===== src/rtl/sine_ctrl_pkg.sv =====
// Shared types and default widths for the sine sweep controller and its
// phase accumulator.
package sine_ctrl_pkg;

  localparam int ACC_W_DEFAULT   = 20;
  localparam int FCW_W_DEFAULT   = 16;
  localparam int DWELL_W_DEFAULT = 16;
  localparam int PHASE_W         = 10;

  typedef enum logic [1:0] {
    ST_IDLE = 2'd0,
    ST_RUN  = 2'd1,
    ST_DONE = 2'd2
  } sweep_state_t;

endpackage


===== src/rtl/phase_accumulator.sv =====
// Modulo-2^ACC_W phase accumulator; the top PHASE_W bits are the sine
// generator phase, so a phase update is visible the cycle after enable.
module phase_accumulator
  import sine_ctrl_pkg::*;
#(
  parameter int ACC_W = ACC_W_DEFAULT,
  parameter int INC_W = FCW_W_DEFAULT
) (
  input  logic               clk,
  input  logic               rst_n,
  input  logic               clear,
  input  logic               enable,
  input  logic [INC_W-1:0]   incr,
  output logic [PHASE_W-1:0] phase
);

  logic [ACC_W-1:0] acc;

  // Clear has priority so an abort or restart never lets a tick through.
  always_ff @(posedge clk or negedge rst_n) begin
    if (!rst_n) begin
      acc <= '0;
    end else if (clear) begin
      acc <= '0;
    end else if (enable) begin
      acc <= acc + ACC_W'(incr);
    end
  end

  assign phase = acc[ACC_W-1 -: PHASE_W];

endmodule


===== src/rtl/sine_sweep_ctrl.sv =====
// Frequency sweep controller: steps the FCW from f_start toward f_stop,
// dwelling a programmable number of sample ticks on each value.
module sine_sweep_ctrl
  import sine_ctrl_pkg::*;
#(
  parameter int ACC_W   = ACC_W_DEFAULT,
  parameter int FCW_W   = FCW_W_DEFAULT,
  parameter int DWELL_W = DWELL_W_DEFAULT
) (
  input  logic               clk,
  input  logic               rst_n,
  input  logic               tick_en,
  input  logic               start,
  input  logic               abort,
  input  logic               mode,
  input  logic [FCW_W-1:0]   f_start,
  input  logic [FCW_W-1:0]   f_stop,
  input  logic [FCW_W-1:0]   f_step,
  input  logic [DWELL_W-1:0] dwell,
  output logic [PHASE_W-1:0] phase,
  output logic               phase_valid,
  output logic [FCW_W-1:0]   fcw,
  output logic               busy,
  output logic               done
);

  localparam logic [DWELL_W-1:0] DWELL_ONE = DWELL_W'(1);

  sweep_state_t       state;
  logic [FCW_W-1:0]   f_start_r;
  logic [FCW_W-1:0]   f_stop_r;
  logic [FCW_W-1:0]   f_step_r;
  logic [DWELL_W-1:0] dwell_r;
  logic               mode_r;
  logic [DWELL_W-1:0] dwell_cnt;
  logic [DWELL_W-1:0] dwell_last;
  logic [FCW_W-1:0]   fcw_next;
  logic [FCW_W:0]     sum_up;
  logic [FCW_W:0]     diff_dn;
  logic               start_go;
  logic               acc_clear;
  logic               acc_en;

  assign start_go  = start && !abort && (state != ST_RUN);
  assign acc_clear = abort || start_go;
  assign acc_en    = tick_en && !abort && (state == ST_RUN);

  // A dwell of zero is treated as one tick per FCW.
  assign dwell_last = (dwell_r == '0) ? '0 : dwell_r - DWELL_ONE;

  // One extra bit catches overflow on the way up and underflow on the way down.
  always_comb begin
    sum_up   = {1'b0, fcw} + {1'b0, f_step_r};
    diff_dn  = {1'b0, fcw} - {1'b0, f_step_r};
    fcw_next = f_stop_r;
    if (f_start_r <= f_stop_r) begin
      if (sum_up <= {1'b0, f_stop_r}) fcw_next = sum_up[FCW_W-1:0];
    end else begin
      if (!diff_dn[FCW_W] && (diff_dn >= {1'b0, f_stop_r})) fcw_next = diff_dn[FCW_W-1:0];
    end
  end

  always_ff @(posedge clk or negedge rst_n) begin
    if (!rst_n) begin
      state       <= ST_IDLE;
      f_start_r   <= '0;
      f_stop_r    <= '0;
      f_step_r    <= '0;
      dwell_r     <= '0;
      mode_r      <= 1'b0;
      dwell_cnt   <= '0;
      fcw         <= '0;
      phase_valid <= 1'b0;
      busy        <= 1'b0;
      done        <= 1'b0;
    end else if (abort) begin
      state       <= ST_IDLE;
      dwell_cnt   <= '0;
      fcw         <= '0;
      phase_valid <= 1'b0;
      busy        <= 1'b0;
      done        <= 1'b0;
    end else begin
      phase_valid <= 1'b0;
      case (state)
        ST_IDLE, ST_DONE: begin
          if (start) begin
            f_start_r <= f_start;
            f_stop_r  <= f_stop;
            f_step_r  <= f_step;
            dwell_r   <= dwell;
            mode_r    <= mode;
            fcw       <= f_start;
            dwell_cnt <= '0;
            busy      <= 1'b1;
            done      <= 1'b0;
            state     <= ST_RUN;
          end
        end
        ST_RUN: begin
          if (tick_en) begin
            phase_valid <= 1'b1;
            if (dwell_cnt == dwell_last) begin
              dwell_cnt <= '0;
              if (fcw == f_stop_r) begin
                if (mode_r) begin
                  fcw <= f_start_r;
                end else begin
                  busy  <= 1'b0;
                  done  <= 1'b1;
                  state <= ST_DONE;
                end
              end else begin
                fcw <= fcw_next;
              end
            end else begin
              dwell_cnt <= dwell_cnt + DWELL_ONE;
            end
          end
        end
        default: state <= ST_IDLE;
      endcase
    end
  end

  phase_accumulator #(
    .ACC_W(ACC_W),
    .INC_W(FCW_W)
  ) u_phase_acc (
    .clk    (clk),
    .rst_n  (rst_n),
    .clear  (acc_clear),
    .enable (acc_en),
    .incr   (fcw),
    .phase  (phase)
  );

endmodule


===== config.mk =====
export PLATFORM = sky130hd
export DESIGN_NAME = sine_sweep_ctrl
export DESIGN_NICKNAME = d
export VERILOG_FILES = /design/src/rtl/sine_ctrl_pkg.sv /design/src/rtl/phase_accumulator.sv /design/src/rtl/sine_sweep_ctrl.sv
export SDC_FILE = /design/constraint.sdc
export NUM_CORES = 1
export LEC_CHECK = 0
export ABC_CLOCK_PERIOD_IN_PS = 8100
export BUFFER_PORTS_ARGS = -buffer_cell sky130_fd_sc_hd__buf_2
export CORE_ASPECT_RATIO = 1.4
export CORE_MARGIN = 3
export CORE_UTILIZATION = 45
export CTS_CLUSTER_SIZE = 16
export DETAILED_ROUTE_END_ITERATION = 10
export HOLD_SLACK_MARGIN = 0.02
export PLACE_DENSITY = 0.71
export SLEW_MARGIN = 5
export SYNTH_ARGS = -nofsm -noshare
export SYNTH_HDL_FRONTEND = slang
export SYNTH_SLANG_ARGS = --single-unit

===== constraint.sdc =====
create_clock -name clk -period 8.1 [get_ports clk]
set_input_delay 1.215 -clock clk [delete_from_list [all_inputs] [get_ports clk]]
set_output_delay 1.215 -clock clk [all_outputs]
set_load 0.02 [all_outputs]

==> results.json, run 1 <==
{
  "worst-endpoint-arrival_ns": 6.02,
  "drt_iter0_drc": 768,
  "yosysWarningCount": 0,
  "cts-resized-gates": 0,
  "count_of_flip_flops_with_a_built_in_enable_after_synthesis": 0,
  "die_height_um": 180,
  "ioPinCount": 99,
  "grt_first_pass_wirelength_um": 49000,
  "place.detailed.instances": 1481,
  "numClockSinks": 122,
  "final_cell_count_no_fill": 1513,
  "antennaDiodeCount": 0,
  "yosys.area_share.adder_pct": 13.2,
  "clk_pin_slew_worst_paths_ns": 0.06,
  "slew-limit-headroom_pct": 19.3,
  "synth_mux_area_share_pct": 0.757,
  "ir_worst_vdd_mv": 0.176,
  "holdBufCountCts": 0,
  "synth_top_flop_cell": "sky130_fd_sc_hd__dfrtp_1",
  "root_buffer": "sky130_fd_sc_hd__clkbuf_16",
  "timing_worst_setup_path_type": "reg2reg",
  "globalRouteOverflowTotal": 0,
  "cap_viol_max_count": 0,
  "drt_first_pass_iters": 6,
  "postRouteWirelength_um": 31100,
  "clock.fmax_mhz": 175,
  "antenna_found_initial": 0,
  "cts_max_level": 4,
  "power_switching_share_pct": 44.6,
  "critPathMostFrequentCell": "sky130_fd_sc_hd__nand2_1",
  "drcViolationCount": 0,
  "worstMarginPinSlew_ns": 1.21,
  "net_count_synth": 1350,
  "via_count": 9181,
  "synth-async-reset-ratio_pct": 100,
  "hold_viol": 0,
  "cp-end-kind": "flip-flop",
  "synth.area.top_cells": "sky130_fd_sc_hd__dfrtp_1, sky130_fd_sc_hd__ha_1, sky130_fd_sc_hd__nand2_1",
  "synthesis.area_um2": 9750,
  "share_seq_of_total_power_pct": 24.4,
  "leakage_power_nw": 5.12,
  "cp.required_ns": 8.42,
  "std_cell_rows": 63,
  "post-route-util_pct": 51.7,
  "layout_min_cycle_time_ns": 5.70,
  "post_synth_num_cell_types": 85,
  "grt_use_total_pct": 26.7,
  "startpoint_type": "flip-flop",
  "area_growth_pct": 12.7,
  "syn_inst": 1179,
  "synth-simple-area-share_pct": 22.0,
  "core_area_um2": 21300,
  "fin_crit_sh_pct": 70.4,
  "tns_ns": 0,
  "hold_class": "reg2reg",
  "gp_congestion": 0.981,
  "finalSetupViolCount": 0,
  "die_width_um": 130,
  "path_cells": "inv_1 -> fa_1 -> nor2_1 -> o311a_1 -> o2111ai_1 -> a2111oi_0 -> nor3_1 -> xnor2_1 -> ha_1 -> nand2_1 -> nor3_1 -> o21ai_0 -> nand4_1 -> nand2_1 -> nand2_1 -> o21ai_0 -> o2111a_1 -> o41ai_2",
  "detail-route-antenna-nets": 0,
  "power_frac_comb_pct": 50.3,
  "worst_path_largest_cell_delay_ns": 0.64,
  "p_int_w": 0.00191,
  "power.share.clock_pct": 25.3,
  "cts_max_path_buffers": 2,
  "register_bit_count_reported_by_yosys": 122,
  "dp_hpwl_um": 23600,
  "maxSlewViolCount": 0,
  "die_area_um2": 23500,
  "status": "complete, no violations",
  "number_of_nets_at_the_end_of_the_flow": 1411,
  "cts_buffers": 17,
  "synth-compound-area-share_pct": 20.8,
  "critical-path-slowest-cell": "sky130_fd_sc_hd__a2111oi_0",
  "seq_area_frac_synth_pct": 31.3,
  "timing.clock.skew_ns": 0.0103,
  "route.detailed.vias_per_inst": 6.07,
  "effective_utilization_at_floorplan_pct": 45.8,
  "cts_tree": "yes",
  "clock_insertion_delay_worst_skew_ns": 0.43,
  "yosys.area.top_type_share_pct": 31.3,
  "power.net_switching_w": 0.00154,
  "post-cts-setup-buffer-count": 0,
  "pin_count_of_the_biggest_net_entering_global_routing": 96,
  "synth_area_leader_cell": "sky130_fd_sc_hd__dfrtp_1",
  "power_density_nw_per_um2": 314,
  "yosys.area_share.xor_xnor_pct": 6.61,
  "synth_top_family_by_area": "simple AND/OR/NAND/NOR gates",
  "drive_gt1_share_pct": 13.3,
  "routed_wire_length_per_instance_um": 20.5,
  "rsz0062_at_grt": "no",
  "first_global_vias": 9024,
  "cp_max_fo": 9,
  "synth_area_per_cell_um2": 8.27,
  "buffer_ports.inserted": 98
}
-- power groups by stage --
stage	combinational [W]	clock, W	sequential, W
after floorplan	0.00121	0	0.000811
after global placement	0.00166	0	0.000846
after detailed placement	0.00168	0	0.000848
after CTS	0.00170	0.000877	0.000840
after global routing	0.00191	0.000905	0.000852
final	0.00174	0.000873	0.000844
-- cell families (layout without fill, tap and decap cells) --
logic type               count (synthesis)  count (layout)
AO/OA/AOI/OAI                          311             311
XOR/XNOR                                72              72
adder cells (fa/ha/maj)                101             101
buffers and inverters                  121             195
flip-flops                             122             122
multiplexers                             7               7
AND/OR/NAND/NOR                        445             445
-- final timing paths --
kind,from,endpoint,slack (ns),cells past startpoint
max in group asynchronous,rst_n,dwell_r[15],5.78,2
setup reg to reg,fcw[1],fcw[2],2.40,18
hold reg to reg,u_phase_acc.acc[5],u_phase_acc.acc[5],0.49,2
min in group asynchronous,rst_n,u_phase_acc.acc[13],0.83,1
hold / removal,u_phase_acc.acc[5],u_phase_acc.acc[5],0.49,2
setup / recovery,fcw[1],fcw[2],2.40,18
-- placed cells by master, fill, tap and decap left out, drive strengths merged, types with 5 or more instances in the layout --
cell	instances
inv	59
nand2	187
or3	15
o211ai	10
nand2b	17
clkbuf	21
nor3b	5
a211oi	11
xnor2	50
or4	7
nor2	71
nor4	10
a21o	10
nand4	18
o21ai	92
o21bai	8
a21oi	75
xor2	21
o31ai	8
bufinv	5
a31o	5
a31oi	12
a21boi	6
o31a	9
ha	98
dfrtp	122
and2	8
nor3	37
buf	105
nand3	28
o21a	9
a22o	6
or2	10
nor2b	15
-- registers in the layout, summed over array words and instances (netlist names) --
register / cells
state: 2
fcw: 16
dwell_r: 16
mode_r: 1
dwell_cnt: 16
f_stop_r: 16
phase_valid: 1
f_start_r: 16
busy: 1
u_phase_acc.acc: 20
f_step_r: 16
done: 1
-- critical path, delay by kind of cell (launching register included) --
family / cells / cell delay, ns
buffers and inverters: 1 / 0.19
xor gates and xnor gates: 1 / 0.36
DFF: 1 / 0.53
AOI/OAI and AO/OA: 7 / 2.28
adders and majority gates: 2 / 0.68
and+or+nand+nor: 7 / 1.55
-- stage by stage --
stage               total power [W]  setup slack, ns  hold WS (ns)  cell area (um^2)
finish                      0.00345             2.40         0.491             11000
global route                0.00367             2.13         0.509             11000
CTS                         0.00341             2.55         0.494             11000
detailed placement          0.00253             2.60         0.480             10300
global placement            0.00251             2.65         0.470             10300
floorplan                   0.00202             3.75         0.454              9750
-- synth_stat cells, types with 4 or more instances --
cell and n:
sky130_fd_sc_hd__nor4b_1 4, sky130_fd_sc_hd__nor3b_1 5, sky130_fd_sc_hd__a21boi_0 6, sky130_fd_sc_hd__o21bai_1 8, sky130_fd_sc_hd__nand4_1 18, sky130_fd_sc_hd__nor3_1 37
sky130_fd_sc_hd__a311oi_1 4, sky130_fd_sc_hd__inv_1 58, sky130_fd_sc_hd__ha_1 98, sky130_fd_sc_hd__o21ai_0 91, sky130_fd_sc_hd__or3_1 15, sky130_fd_sc_hd__or4_1 7
sky130_fd_sc_hd__mux2i_1 4, sky130_fd_sc_hd__buf_1 5, sky130_fd_sc_hd__a31oi_1 12, sky130_fd_sc_hd__nand2_1 187, sky130_fd_sc_hd__xor2_1 21, sky130_fd_sc_hd__a21oi_1 75
sky130_fd_sc_hd__a31o_2 4, sky130_fd_sc_hd__a211oi_1 11, sky130_fd_sc_hd__nor2b_1 15, sky130_fd_sc_hd__a21o_1 10, sky130_fd_sc_hd__buf_4 12, sky130_fd_sc_hd__nor2_1 71
sky130_fd_sc_hd__a22o_1 6, sky130_fd_sc_hd__dfrtp_1 122, sky130_fd_sc_hd__or2_2 9, sky130_fd_sc_hd__nand2b_1 16, sky130_fd_sc_hd__clkbuf_1 41, sky130_fd_sc_hd__and2_1 7
sky130_fd_sc_hd__o211ai_1 10, sky130_fd_sc_hd__nor4_1 8, sky130_fd_sc_hd__o31ai_1 8, sky130_fd_sc_hd__o31a_1 9, sky130_fd_sc_hd__o21a_1 9, sky130_fd_sc_hd__nand3_1 28
sky130_fd_sc_hd__xnor2_1 50
-- final cells by class --
| class | instances | area (um^2) |
|---|---|---|
| clock buffer | 21 | 470 |
| clock inverter | 11 | 190 |
| sequential | 122 | 3050 |
| tap | 260 | 325 |
| multi-input combinational | 936 | 6190 |
| fill | 2064 | 10300 |
| timing repair buffer | 105 | 546 |
| inverter | 58 | 218 |
-- per-layer routing --
layer	share of wire, %	wire length (um)	GRT usage (%)
met2	48	15100	43.7
met4	6.8	2110	15.9
met1	40	12300	32.3
met5	0	0	0
met3	5.3	1630	4.63
Note: power is estimated with default switching activity, not from simulation.
==> inputs of run 2 (changes only) <==
--- a/config.mk
+++ b/config.mk
@@ -5,7 +5,7 @@
 export SDC_FILE = /design/constraint.sdc
 export NUM_CORES = 1
 export LEC_CHECK = 0
-export ABC_CLOCK_PERIOD_IN_PS = 8100
+export ABC_CLOCK_PERIOD_IN_PS = 5950
 export BUFFER_PORTS_ARGS = -buffer_cell sky130_fd_sc_hd__buf_2
 export CORE_ASPECT_RATIO = 1.4
 export CORE_MARGIN = 3
==> constraint.sdc (replaced) <==
create_clock -name clk -period 5.95 [get_ports clk]
set_input_delay 0.8925 -clock clk [delete_from_list [all_inputs] [get_ports clk]]
set_output_delay 0.8925 -clock clk [all_outputs]
set_load 0.02 [all_outputs]
==> results.json, run 2 (same netlist as run 1, synthesis figures left out) <==
{
  "critPathMostFrequentCell": "sky130_fd_sc_hd__nand2_1",
  "flip_flop_count_of_the_largest_register_all_copies_and_words_added": 20,
  "finalSetupViolCount": 0,
  "min_from": "u_phase_acc.acc[6]",
  "globalRouteOverflowTotal": 0,
  "post-cts-setup-buffer-count": 0,
  "clk_pin_slew_worst_paths_ns": 0.06,
  "first_global_vias": 8934,
  "slew-limit-headroom_pct": 19.1,
  "place_ws_ns": 0.698,
  "antenna_found_initial": 0,
  "antennaDiodeCount": 0,
  "route.detailed.vias_per_inst": 5.98,
  "clock_insertion_delay_worst_skew_ns": 0.43,
  "rsz0062_at_grt": "no",
  "cts_max_path_buffers": 2,
  "cts_tree": "yes",
  "area_growth_pct": 11.9,
  "die_width_um": 130,
  "drcViolationCount": 0,
  "core_area_um2": 21300,
  "ir_worst_vdd_mv": 0.228,
  "worst_path_top_cell_family_by_delay": "simple AND/OR/NAND/NOR gates",
  "worstMarginPinSlew_ns": 1.21,
  "worst_r2r_endpoint": "fcw[2]",
  "die_area_um2": 23500,
  "hold_class": "reg2reg",
  "clock.fmax_mhz": 189,
  "status": "complete, no violations",
  "std_cell_rows": 63,
  "grt_use_total_pct": 26.6,
  "ioPinCount": 99,
  "tns_ns": 0,
  "worstHoldPathCells": 2,
  "maxSlewViolCount": 0,
  "ff2ff_path_depth": 17,
  "power_density_nw_per_um2": 411,
  "startpoint_type": "flip-flop",
  "layout_min_cycle_time_ns": 5.30,
  "cp-end-kind": "flip-flop",
  "root_buffer": "sky130_fd_sc_hd__clkbuf_16",
  "cp.required_ns": 6.27,
  "fillCellCount": 2054,
  "max_flop_register": "u_phase_acc.acc",
  "grt_first_pass_wirelength_um": 48600,
  "mostFrequentLayoutCell": "sky130_fd_sc_hd__nand2_1",
  "via_count": 9072,
  "drt_iter0_drc": 691,
  "cp_max_fo": 9,
  "timing.final.ws_setup_ns": 0.649,
  "drive_gt1_share_pct": 13.6,
  "buffer_ports.inserted": 98,
  "hold_viol": 0,
  "routed_wire_length_per_instance_um": 20.4,
  "cap_viol_max_count": 0,
  "worstPathBufferInverterCount": 0,
  "dp_hpwl_um": 23800,
  "pin_count_of_the_biggest_net_entering_global_routing": 73,
  "postRouteWirelength_um": 30900,
  "ff_to_ff_setup_slack_ns": 0.65,
  "drt_first_pass_iters": 5,
  "leakage_power_nw": 5.08,
  "worst_path_largest_cell_delay_ns": 0.67,
  "detail-route-antenna-nets": 0,
  "fin_crit_sh_pct": 89.1,
  "mostFrequentLayoutCells": "sky130_fd_sc_hd__nand2_1, sky130_fd_sc_hd__dfrtp_1, sky130_fd_sc_hd__ha_1",
  "timing.hold.worst_endpoint": "u_phase_acc.acc[6]",
  "holdBufCountCts": 0,
  "path_cells": "ha_1 -> nor2_1 -> a221oi_1 -> nand4_1 -> nand3_1 -> nand3b_1 -> xnor2_1 -> ha_1 -> nand2_1 -> nor3_1 -> o21ai_0 -> nand4_1 -> nand2_1 -> nand2_1 -> o21ai_0 -> o2111a_1 -> o41ai_2",
  "timing.clock.skew_ns": 0.0128,
  "worst-endpoint-arrival_ns": 5.62,
  "cts_max_level": 4,
  "timing_worst_setup_path_type": "reg2reg",
  "number_of_nets_at_the_end_of_the_flow": 1416,
  "effective_utilization_at_floorplan_pct": 45.8,
  "cts-resized-gates": 0,
  "numClockSinks": 122,
  "critical-path-slowest-cell": "sky130_fd_sc_hd__a221oi_1",
  "rr_startpoint": "fcw[9]",
  "cts_buffers": 17,
  "gp_congestion": 0.993,
  "die_height_um": 180
}
[run 2: through the flow]
| stage | util [%] | instance area (um^2) | instances | total power (W) | hold slack [ns] |
|---|---|---|---|---|---|
| 2_1_floorplan | - | 9750 | 1179 | 0.00275 | 0.454 |
| 3_3_place_gp | 48.7 | 10400 | 1486 | 0.00344 | 0.470 |
| 3_5_place_dp | 48.7 | 10400 | 1486 | 0.00346 | 0.479 |
| 4_1_cts | 51.3 | 10900 | 1517 | 0.00445 | 0.493 |
| 5_1_grt | 51.3 | 10900 | 1517 | 0.00479 | 0.523 |
| 6_report | 51.3 | 10900 | 1517 | 0.00448 | 0.488 |
[run 2: worst max-delay path by stage]
stage          slack [ns]  startpoint  depth (start not counted)      to
6_report             0.65      fcw[9]                         17  fcw[2]
3_5_place_dp         0.70      fcw[1]                         18  fcw[2]
2_1_floorplan        1.60      fcw[1]                         18  fcw[2]
5_1_grt              0.27      fcw[1]                         18  fcw[2]
4_1_cts              0.67      fcw[1]                         18  fcw[2]
3_3_place_gp         0.82      fcw[1]                         18  fcw[2]
[run 2: worst min-delay path: stages, from the launching register on]
cell and delay, ns:
sky130_fd_sc_hd__dfrtp_1 0.35, sky130_fd_sc_hd__nand2_1 0.05, sky130_fd_sc_hd__o21ai_0 0.06
[run 2: final cells by class]
type                    instances  area (um^2)  share of cell area (%)
clock buffers                  21          470                    4.31
clock inverters                10         70.1                   0.642
inverters                      58          218                    2.00
multi-input cells             936         6190                    56.7
flip-flops and latches        122         3050                    28.0
well taps                     260          325                    2.98
repair buffers                110          583                    5.34
[run 2: per-layer routing]
metal  track usage, %  vias to the layer above  share of wire [%]
met2             42.9                      333                 47
met1             31.6                     4281                 40
li1                 -                     4331                  -
met4             17.3                        0                7.9
met5                0                        -                  0
met3             5.55                      127                5.4
[run 2: report_power, final]
group | switching [W] | internal [W] | total [W]
Combinational | 0.00149 | 0.000887 | 0.00238
Sequential | 0.000183 | 0.000950 | 0.00113
Clock | 0.000411 | 0.000562 | 0.000973
Total | 0.00208 | 0.00240 | 0.00448
==> inputs of run 3 (changes only) <==
--- a/config.mk
+++ b/config.mk
@@ -5,6 +5,7 @@
 export SDC_FILE = /design/constraint.sdc
 export NUM_CORES = 1
 export LEC_CHECK = 0
+export ABC_AREA = 1
 export ABC_CLOCK_PERIOD_IN_PS = 5950
 export BUFFER_PORTS_ARGS = -buffer_cell sky130_fd_sc_hd__buf_2
 export CORE_ASPECT_RATIO = 1.4
@@ -13,7 +14,7 @@
 export CTS_CLUSTER_SIZE = 16
 export DETAILED_ROUTE_END_ITERATION = 10
 export HOLD_SLACK_MARGIN = 0.02
-export PLACE_DENSITY = 0.71
+export PLACE_DENSITY = 0.7
 export SLEW_MARGIN = 5
 export SYNTH_ARGS = -nofsm -noshare
 export SYNTH_HDL_FRONTEND = slang
==> results.json, run 3 <==
{
  "rsz0062_at_grt": "no",
  "worst-endpoint-arrival_ns": 5.24,
  "synth-async-reset-ratio_pct": 100,
  "synth.area.top_cells": "sky130_fd_sc_hd__dfrtp_1, sky130_fd_sc_hd__ha_1, sky130_fd_sc_hd__nand2_1",
  "seq_area_frac_synth_pct": 29.6,
  "first_global_vias": 9956,
  "power.net_switching_w": 0.00345,
  "route.detailed.vias_per_inst": 5.37,
  "net_count_synth": 1632,
  "yosys.area.top_type_share_pct": 29.6,
  "synthesis.area_um2": 10300,
  "buffer_ports.inserted": 98,
  "ioPinCount": 99,
  "antennaDiodeCount": 0,
  "place_ws_ns": 1.25,
  "cp_max_fo": 17,
  "drt_first_pass_iters": 5,
  "holdBufCountCts": 0,
  "antenna_found_initial": 0,
  "power.share.clock_pct": 17.2,
  "synth_top_flop_cell": "sky130_fd_sc_hd__dfrtp_1",
  "tns_ns": 0,
  "mostFrequentLayoutCells": "sky130_fd_sc_hd__nand2_1, sky130_fd_sc_hd__inv_1, sky130_fd_sc_hd__nor2_1",
  "effective_utilization_at_floorplan_pct": 46.5,
  "report.power.total_w": 0.00665,
  "timing.final.ws_setup_ns": 1.07,
  "post-cts-setup-buffer-count": 0,
  "cap_viol_max_count": 0,
  "dp_hpwl_um": 23300,
  "gp_congestion": 0.979,
  "synth_area_per_cell_um2": 7.06,
  "mostFrequentLayoutCell": "sky130_fd_sc_hd__nand2_1",
  "die_width_um": 134,
  "leakage_power_nw": 6.17,
  "syn_inst": 1461,
  "critPathMostFrequentCell": "sky130_fd_sc_hd__nand2_1",
  "worstMarginPinSlew_ns": 0.906,
  "power_switching_share_pct": 51.8,
  "power_density_nw_per_um2": 575,
  "timing.clock.skew_ns": 0.0157,
  "pin_count_of_the_biggest_net_entering_global_routing": 87,
  "ff_to_ff_setup_slack_ns": 1.07,
  "number_of_nets_at_the_end_of_the_flow": 1698,
  "cts_buffers": 17,
  "cts_tree": "yes",
  "layout_min_cycle_time_ns": 4.88,
  "detail-route-antenna-nets": 0,
  "finalSetupViolCount": 0,
  "worst_path_largest_cell_delay_ns": 0.55,
  "grt_first_pass_wirelength_um": 49500,
  "clock.fmax_mhz": 205,
  "register_bit_count_reported_by_yosys": 122,
  "numClockSinks": 122,
  "count_of_flip_flops_with_a_built_in_enable_after_synthesis": 0,
  "final_area_um2": 11600,
  "startpoint_type": "flip-flop",
  "post_synth_num_cell_types": 53,
  "drt_iter0_drc": 545,
  "cts_max_level": 4,
  "hold_viol": 0,
  "core_area_um2": 22200,
  "flip_flop_count_of_the_largest_register_all_copies_and_words_added": 20,
  "cp.required_ns": 6.31,
  "post_dp_cell_area_um2": 10900,
  "timing_worst_setup_path_type": "reg2reg",
  "max_flop_register": "u_phase_acc.acc",
  "maxSlewViolCount": 0,
  "postRouteWirelength_um": 30300,
  "post-route-util_pct": 52.2,
  "globalRouteOverflowTotal": 0,
  "die_height_um": 185,
  "p_int_w": 0.00321,
  "area_growth_pct": 12.1,
  "clock_insertion_delay_worst_skew_ns": 0.44,
  "die_area_um2": 24800,
  "worstPathBufferInverterCount": 2,
  "synth_area_leader_cell": "sky130_fd_sc_hd__dfrtp_1",
  "synth_top_cells_by_count": "sky130_fd_sc_hd__nand2_1, sky130_fd_sc_hd__inv_1, sky130_fd_sc_hd__nor2_1",
  "ir_worst_vdd_mv": 0.383,
  "worst_path_top_cell_family_by_delay": "simple AND/OR/NAND/NOR gates",
  "drive_gt1_share_pct": 11.0,
  "yosysMostFrequentCell": "sky130_fd_sc_hd__nand2_1",
  "drcViolationCount": 0,
  "grt_use_total_pct": 25.1,
  "std_cell_rows": 64,
  "hold_class": "reg2reg",
  "fin_crit_sh_pct": 82.0,
  "share_seq_of_total_power_pct": 19.3,
  "critical-path-slowest-cell": "sky130_fd_sc_hd__dfrtp_1",
  "clk_pin_slew_worst_paths_ns": 0.06,
  "routed_wire_length_per_instance_um": 16.5,
  "cts_max_path_buffers": 2,
  "cp-end-kind": "flip-flop",
  "via_count": 9871,
  "power_frac_comb_pct": 63.5,
  "cts-resized-gates": 0,
  "root_buffer": "sky130_fd_sc_hd__clkbuf_16",
  "status": "complete, no violations",
  "slew-limit-headroom_pct": 39.6,
  "yosysWarningCount": 0
}
run 3: changes by cell type after synthesis, moves of 16 or more:
cell | before | now
sky130_fd_sc_hd__xnor2_1 | 50 | 11
sky130_fd_sc_hd__xor2_1 | 21 | 48
sky130_fd_sc_hd__nand3_1 | 28 | 136
sky130_fd_sc_hd__nor2_1 | 71 | 165
sky130_fd_sc_hd__clkbuf_1 | 41 | 25
sky130_fd_sc_hd__inv_1 | 58 | 202
sky130_fd_sc_hd__nand2b_1 | 16 | 0
sky130_fd_sc_hd__a21oi_1 | 75 | 114
sky130_fd_sc_hd__nand2_1 | 187 | 276
sky130_fd_sc_hd__nor3_1 | 37 | 17
run 3: kinds of logic (layout without fill, tap and decap cells):
logic type,count (synthesis),count (layout),synth area share (%)
AO/OA/AOI/OAI,246,246,13.5
XOR/XNOR,59,59,5.01
adder cells (fa/ha/maj),101,101,12.5
buffers and inverters,263,342,10.5
flip-flops,122,122,29.6
multiplexers,8,8,0.873
AND/OR/NAND/NOR,662,662,28.1
run 3: area by class of cell:
cell class / instances / area, um^2
well taps: 297 / 372
inverters: 205 / 769
clock buffers: 22 / 474
repair buffers: 105 / 546
fillers: 2236 / 10600
clock inverters: 10 / 165
flip-flops and latches: 122 / 3050
multi-input cells: 1076 / 6190
run 3: power by group through the flow:
stage | combinational, W | clock [W] | sequential (W)
after floorplan | 0.00306 | 0 | 0.00125
after global placement | 0.00410 | 0 | 0.00129
after detailed placement | 0.00413 | 0 | 0.00130
after CTS | 0.00417 | 0.00115 | 0.00128
after global routing | 0.00477 | 0.00119 | 0.00131
final | 0.00422 | 0.00114 | 0.00129
run 3: final timing paths:
path / cells past startpoint / from / endpoint
worst min-delay path: 2 / busy / busy
max in group asynchronous: 2 / rst_n / dwell_cnt[9]
worst max register to register: 27 / fcw[0] / fcw[15]
worst min register to register: 2 / busy / busy
min in group asynchronous: 1 / rst_n / u_phase_acc.acc[19]
worst max-delay path: 27 / fcw[0] / fcw[15]
run 3: metal layers:
metal / part of all wire (%) / vias up / global-route usage (%)
met5: 0 / - / 0
met4: 3.6 / 0 / 11.1
met3: 4.5 / 68 / 3.94
met2: 52 / 240 / 46.3
met1: 40 / 4656 / 28.5
li1: - / 4907 / -
run 3: worst register-to-register path, stage by stage, from the launching register on:
cell	delay, ns
sky130_fd_sc_hd__dfrtp_1	0.55
sky130_fd_sc_hd__inv_1	0.12
sky130_fd_sc_hd__ha_1	0.25
sky130_fd_sc_hd__fa_1	0.40
sky130_fd_sc_hd__nand3b_1	0.17
sky130_fd_sc_hd__nand2_1	0.12
sky130_fd_sc_hd__nand2_1	0.06
sky130_fd_sc_hd__nand2_1	0.13
sky130_fd_sc_hd__a21boi_1	0.14
sky130_fd_sc_hd__o21ai_0	0.27
sky130_fd_sc_hd__xor2_1	0.33
sky130_fd_sc_hd__inv_1	0.08
sky130_fd_sc_hd__ha_1	0.29
sky130_fd_sc_hd__a21oi_1	0.15
sky130_fd_sc_hd__nor3_1	0.06
sky130_fd_sc_hd__a211oi_1	0.21
sky130_fd_sc_hd__nand2_1	0.09
sky130_fd_sc_hd__nand2_1	0.06
sky130_fd_sc_hd__nand2_1	0.04
sky130_fd_sc_hd__nand2_1	0.05
sky130_fd_sc_hd__nand2_1	0.32
sky130_fd_sc_hd__nand2_2	0.43
sky130_fd_sc_hd__nand2_1	0.09
sky130_fd_sc_hd__nand3_1	0.08
sky130_fd_sc_hd__nand2_1	0.06
sky130_fd_sc_hd__nand2_1	0.06
sky130_fd_sc_hd__nand2_1	0.06
sky130_fd_sc_hd__a21oi_1	0.11
run 3: metrics by stage:
| stage | cells | hold slack (ns) |
|---|---|---|
| after floorplan | 1461 | 0.463 |
| after global placement | 1805 | 0.468 |
| after detailed placement | 1805 | 0.472 |
| after CTS | 1837 | 0.488 |
| after global routing | 1837 | 0.524 |
| final | 1837 | 0.486 |
